**src/rtl/operand_fetch_pkg.sv**
```systemverilog
// Shared definitions for the operand fetch stage: FSM state encoding and the
// architectural zero-register index.
package operand_fetch_pkg;

    typedef enum logic [1:0] {
        ST_IDLE    = 2'd0,
        ST_ISSUE   = 2'd1,
        ST_CAPTURE = 2'd2,
        ST_HOLD    = 2'd3
    } of_state_e;

    localparam int REG_ZERO = 0;

endpackage

```
**src/rtl/operand_bypass.sv**
```systemverilog
// Per-operand select: x0/disabled forcing, writeback forwarding, else current value.
// Purely combinational, zero latency, no flow control.
module operand_bypass import operand_fetch_pkg::*; #(
    parameter int REG_WIDTH  = 5,
    parameter int DATA_WIDTH = 32
) (
    input  logic                  i_en,
    input  logic [REG_WIDTH-1:0]  i_idx,
    input  logic [DATA_WIDTH-1:0] i_cur,
    input  logic                  i_wb_en,
    input  logic [REG_WIDTH-1:0]  i_wb_rd,
    input  logic [DATA_WIDTH-1:0] i_wb_data,
    output logic [DATA_WIDTH-1:0] o_data
);

    logic w_zero;
    logic w_fwd;

    assign w_zero = !i_en || (i_idx == REG_WIDTH'(REG_ZERO));
    // Writes to x0 are architecturally discarded, so they never forward.
    assign w_fwd  = i_wb_en && (i_wb_rd != REG_WIDTH'(REG_ZERO)) && (i_wb_rd == i_idx);
    assign o_data = w_zero ? '0 : (w_fwd ? i_wb_data : i_cur);

endmodule

```
**src/rtl/operand_fetch.sv**
```systemverilog
// Decode-to-execute operand stage: reads the register file, forwards writeback, holds operands.
// Latency 3 cycles (1 with no sources, +1 per write-blocked issue); holds operands until ex_ready.
module operand_fetch import operand_fetch_pkg::*; #(
    parameter int REG_WIDTH  = 5,
    parameter int DATA_WIDTH = 32
) (
    input  logic                  clk,
    input  logic                  rst,
    input  logic                  dec_valid,
    output logic                  dec_ready,
    input  logic                  dec_rs1_en,
    input  logic                  dec_rs2_en,
    input  logic [REG_WIDTH-1:0]  dec_rs1,
    input  logic [REG_WIDTH-1:0]  dec_rs2,
    input  logic [REG_WIDTH-1:0]  dec_rd,
    input  logic                  dec_rd_en,
    output logic                  rf_rs1_en,
    output logic                  rf_rs2_en,
    output logic [REG_WIDTH-1:0]  rf_rs1,
    output logic [REG_WIDTH-1:0]  rf_rs2,
    input  logic [DATA_WIDTH-1:0] rf_rs1_dout,
    input  logic [DATA_WIDTH-1:0] rf_rs2_dout,
    input  logic                  wb_en,
    input  logic [REG_WIDTH-1:0]  wb_rd,
    input  logic [DATA_WIDTH-1:0] wb_data,
    output logic                  ex_valid,
    input  logic                  ex_ready,
    output logic [DATA_WIDTH-1:0] ex_rs1_data,
    output logic [DATA_WIDTH-1:0] ex_rs2_data,
    output logic [REG_WIDTH-1:0]  ex_rd,
    output logic                  ex_rd_en
);

    of_state_e             r_state;
    logic                  r_dec_ready;
    logic                  r_rf_rs1_en;
    logic                  r_rf_rs2_en;
    logic                  r_ex_valid;
    logic [REG_WIDTH-1:0]  r_rs1;
    logic [REG_WIDTH-1:0]  r_rs2;
    logic [REG_WIDTH-1:0]  r_rd;
    logic                  r_rs1_en;
    logic                  r_rs2_en;
    logic                  r_rd_en;
    logic [DATA_WIDTH-1:0] r_op1;
    logic [DATA_WIDTH-1:0] r_op2;
    logic [DATA_WIDTH-1:0] w_cur1;
    logic [DATA_WIDTH-1:0] w_cur2;
    logic [DATA_WIDTH-1:0] w_op1;
    logic [DATA_WIDTH-1:0] w_op2;
    logic                  w_wb_hit;

    // Any real register write steals the register file port this cycle.
    assign w_wb_hit = wb_en && (wb_rd != REG_WIDTH'(REG_ZERO));

    assign w_cur1 = (r_state == ST_CAPTURE) ? rf_rs1_dout : r_op1;
    assign w_cur2 = (r_state == ST_CAPTURE) ? rf_rs2_dout : r_op2;

    operand_bypass #(.REG_WIDTH(REG_WIDTH), .DATA_WIDTH(DATA_WIDTH)) u_bypass_rs1 (
        .i_en      (r_rs1_en),
        .i_idx     (r_rs1),
        .i_cur     (w_cur1),
        .i_wb_en   (wb_en),
        .i_wb_rd   (wb_rd),
        .i_wb_data (wb_data),
        .o_data    (w_op1)
    );

    operand_bypass #(.REG_WIDTH(REG_WIDTH), .DATA_WIDTH(DATA_WIDTH)) u_bypass_rs2 (
        .i_en      (r_rs2_en),
        .i_idx     (r_rs2),
        .i_cur     (w_cur2),
        .i_wb_en   (wb_en),
        .i_wb_rd   (wb_rd),
        .i_wb_data (wb_data),
        .o_data    (w_op2)
    );

    always_ff @(posedge clk) begin
        if (rst) begin
            r_state     <= ST_IDLE;
            r_dec_ready <= 1'b1;
            r_rf_rs1_en <= 1'b0;
            r_rf_rs2_en <= 1'b0;
            r_ex_valid  <= 1'b0;
            r_rs1       <= '0;
            r_rs2       <= '0;
            r_rd        <= '0;
            r_rs1_en    <= 1'b0;
            r_rs2_en    <= 1'b0;
            r_rd_en     <= 1'b0;
            r_op1       <= '0;
            r_op2       <= '0;
        end else begin
            case (r_state)
                ST_IDLE: begin
                    if (dec_valid) begin
                        r_rs1       <= dec_rs1;
                        r_rs2       <= dec_rs2;
                        r_rd        <= dec_rd;
                        r_rs1_en    <= dec_rs1_en;
                        r_rs2_en    <= dec_rs2_en;
                        r_rd_en     <= dec_rd_en;
                        r_op1       <= '0;
                        r_op2       <= '0;
                        r_dec_ready <= 1'b0;
                        if (!dec_rs1_en && !dec_rs2_en) begin
                            r_state    <= ST_HOLD;
                            r_ex_valid <= 1'b1;
                        end else begin
                            // The register file only reads rs2 alongside rs1.
                            r_state     <= ST_ISSUE;
                            r_rf_rs1_en <= 1'b1;
                            r_rf_rs2_en <= dec_rs2_en;
                        end
                    end
                end
                ST_ISSUE: begin
                    if (!w_wb_hit) begin
                        r_state     <= ST_CAPTURE;
                        r_rf_rs1_en <= 1'b0;
                        r_rf_rs2_en <= 1'b0;
                    end
                end
                ST_CAPTURE: begin
                    r_op1      <= w_op1;
                    r_op2      <= w_op2;
                    r_state    <= ST_HOLD;
                    r_ex_valid <= 1'b1;
                end
                ST_HOLD: begin
                    r_op1 <= w_op1;
                    r_op2 <= w_op2;
                    if (ex_ready) begin
                        r_state     <= ST_IDLE;
                        r_ex_valid  <= 1'b0;
                        r_dec_ready <= 1'b1;
                    end
                end
                default: r_state <= ST_IDLE;
            endcase
        end
    end

    assign dec_ready   = r_dec_ready && !rst;
    assign rf_rs1_en   = r_rf_rs1_en;
    assign rf_rs2_en   = r_rf_rs2_en;
    assign rf_rs1      = r_rf_rs1_en ? r_rs1 : '0;
    assign rf_rs2      = r_rf_rs2_en ? r_rs2 : '0;
    assign ex_valid    = r_ex_valid;
    assign ex_rs1_data = r_op1;
    assign ex_rs2_data = r_op2;
    assign ex_rd       = r_rd;
    assign ex_rd_en    = r_rd_en;

endmodule

```
**config.mk**
```make
export PLATFORM = sky130hd
export DESIGN_NAME = operand_fetch
export DESIGN_NICKNAME = d
export VERILOG_FILES = /design/src/rtl/operand_fetch_pkg.sv /design/src/rtl/operand_bypass.sv /design/src/rtl/operand_fetch.sv
export SDC_FILE = /design/constraint.sdc
export NUM_CORES = 1
export LEC_CHECK = 0
export ABC_AREA = 1
export CORE_MARGIN = 4
export CORE_UTILIZATION = 45
export DETAILED_ROUTE_END_ITERATION = 12
export HOLD_SLACK_MARGIN = 0.1
export PLACE_DENSITY = 0.92
export REMOVE_ABC_BUFFERS = 1
export SKIP_LAST_GASP = 1
export SLEW_MARGIN = 20
export SYNTH_ARGS = -nofsm -noshare
export SYNTH_HDL_FRONTEND = slang
export SYNTH_SLANG_ARGS = --single-unit
export TNS_END_PERCENT = 5
```
**constraint.sdc**
```tcl
create_clock -name clk -period 4 [get_ports clk]
set_input_delay 0.8 -clock clk [delete_from_list [all_inputs] [get_ports clk]]
set_output_delay 0.8 -clock clk [all_outputs]
set_load 0.05 [all_outputs]
```
==> impl_results.md <==
- Worst Path Arrival: 3.39 ns
- Max Clock Freq: 0.320 GHz
- Most Frequent Cell on Critical Path: nand3_1
- Max-slew violations: 0
- P&R area growth vs syn: 49.5%
- CTS Buf Count: 9
- Filler cells: 808
- Total Wirelength: 16.6 mm
- GRT overflow: 0
- Warnings from Yosys: 0
- MaxCap Viol Count: 0
- DIE HEIGHT: 109 um
- Clock tree sinks: 88
- GPL Wtd Cong: 0.933
- Die ar.: 11900 um2
- Sequential share of the synthesized area: 38.4%
- First-pass GRT wire length: 25.9 mm
- Hold Buf Count CTS: 0
- Mapped cell area: 4590 um2
- Clock latency on the worst-skew pair: 0.35 ns
- Root Driver: clkbuf_8
- Clk_skew: 0.0148 ns
- CTS tree: done
- Worst-margin pin slew: 0.905 ns
- Largest net degree at the start of global routing: 68
- Yosys top cell area share: 38.4%
- Most common cell in the netlist: nand2_1
- Syn avg cell area: 6.58 um2
- Post-Route Setup TNS: 0 ns
- FP Rows: 36
- Reg2Reg Depth: 9
- Crit path cell chain: clkdlybuf4s50_1 > nor2_1 > nand3_1 > nand2_1 > inv_2 > nand3_2 > buf_4 > a21oi_4 > nand3_1 > a21oi_1
- Top delay family on crit path: buffers and inverters
- DRT iter0 DRCs: 447
- Nets: 1006
- Post-Layout Cell Count: 1015
- Post-CTS Setup Bufs: 0
- CP endpoint kind: flop
- HP Class: reg -> reg
- Max_slew headroom: 39.5%
- I/O pin cnt: 208
- Worst path bufs/invs: 3
- Unique masters post-synth: 24
- Setup CP Type: in -> reg
- # DRC: 0
- Synth Instances: 697
- Footprint of the multi-input gates: 2460 um2
- Layout cell share with drive strength beyond 1: 4.65%
- Vias in the first global route: 5188
- Core area: 9860 um2
- IO buf count: 207
- Wire length per cell: 16.3 um
- Startpoint Class: primary input
- HPWL Detailed: 11.6 mm
- CP max stage cell: a21oi_4
- Final hold violation count: 0
- Ys async rst share: 0%
- Initial core utilization: 46.5%
- Flip-flop and latch area: 1760 um2
- Worst hold slack: 0.468 ns
- Antenna Cells: 0
- Synth Register Bits: 88
- H-tree Lvls: 3
- Pwr Total: 3.05 mW
- CP Max Fanout: 34
- Post-synth top area cell: dfxtp_1
- Commonest cells post-synth: nand2_1 (225), nand3_1 (102), dfxtp_1 (88)
- Initial antenna violation count: 0
- Setup violators final: 0
- Vias per Instance: 5.37
- CTS clk-pin slew, worst paths: 0.10 ns
- Tot GR Track Use: 27.6%
- PD cells: 445 nW/um2
- Post-synth EDFFs: 0
- Worst-case clock buffer depth: 2
- Final ANT Viol Nets: 0
- Dpl cells: 999
- Slowest Stage Delay on Critical Path: 0.77 ns
- Worst endpoint required time: 4.27 ns
- VDD IR-drop max: 0.000504 V
- Post_cts resized: 0
- Main area contributors after synthesis: dfxtp_1 (38%), nand2_1 (18%), nand3_1 (11%)
- Synth Flop Type: dfxtp_1
- P_leak: 2.75 nW
- Final period utilization: 78.0%
- Outcome: completed
- Die W: 109 um
- Hold Path Depth: 2
- RSZ-0062 raised after global routing: no
- Final period demand of the worst path: 3.12 ns
- Stages on the worst setup path: 10
- Vias: 5446
- TritonRoute pass-1 iters: 5
## worst paths after layout
path / startpoint / end / slack, ns
max reg2reg: r_state[0] / ex_rs1_data[8] / 1.69
min: ex_rs2_data[9] / ex_rs2_data[9] / 0.47
min reg2reg: ex_rs2_data[9] / ex_rs2_data[9] / 0.47
max: wb_rd[3] / ex_rs1_data[8] / 0.88
## sequential cells by signal (all words and copies together), names as in the netlist, 2 cells and up
name and count:
ex_rd 5, r_rs2 5, r_rs1 5, ex_rs1_data 32, ex_rs2_data 32, r_state 2
## metrics by stage
stage          area [um2]  worst slack (ns)  utilization, %
2_1_floorplan        4330             0.841               -
3_3_place_gp         6680             0.644            67.8
3_5_place_dp         6680             0.559            67.8
4_1_cts              6860             0.928            69.5
5_1_grt              6860             0.676            69.5
6_report             6860             0.879            69.5
## tightest hold or removal path, stage by stage (launching register included)
cell and delay, ns:
dfxtp_1 0.32, nand2_1 0.06, a21oi_1 0.05
## kinds of logic (layout without fill, tap and decap cells)
kind of cell / Yosys count / after routing / share of synthesized area [%]
buffers and inverters: 84 / 269 / 8.26
AOI/OAI and AO/OA: 102 / 102 / 11.8
adders and majority gates: 5 / 5 / 1.36
DFF: 88 / 88 / 38.4
and+or+nand+nor: 410 / 410 / 38.7
xor gates and xnor gates: 8 / 8 / 1.53
## placed cells by master (no fill, tap or decap)
cell,Yosys,final
nor3_1,1,1
nand4_1,32,32
clkinv_2,0,1
buf_4,0,14
nand2_1,225,225
buf_2,15,1
nor2_2,2,3
a21oi_1,73,73
nand3_2,2,2
xor2_1,5,5
clkbuf_1,29,2
inv_1,29,29
clkinv_4,0,2
nor2_1,45,42
dfxtp_1,88,88
inv_2,2,2
clkdlybuf4s50_1,0,206
clkinvlp_4,0,1
a211oi_1,1,1
a21oi_4,2,2
xnor2_1,3,3
clkbuf_8,0,10
ha_1,5,5
o211ai_1,2,2
nand3_1,102,102
nor2_4,1,3
clkinv_1,1,1
o21ai_0,24,24
## power by group
group / switching (mW) / internal (mW)
logic: 0.987 / 0.447
registers: 0.0820 / 0.967
clock network: 0.324 / 0.245
total: 1.39 / 1.66
## layer usage
metal	up-vias	track usage (%)	wire length (um)
li1	2662	-	-
met1	2480	33.7	6460
met2	278	46.6	7780
met3	26	9.41	2100
met4	0	7.03	245
met5	-	0	0
## final cells by class
| type | instances | share of cell area, % |
|---|---|---|
| multi-input combinational | 525 | 35.9 |
| timing repair buffer | 221 | 31.7 |
| sequential | 88 | 25.7 |
| tap | 133 | 2.43 |
| clock buffer | 12 | 2.12 |
| inverter | 32 | 1.75 |
| clock inverter | 4 | 0.438 |
Note: power is estimated with default switching activity, not from simulation.
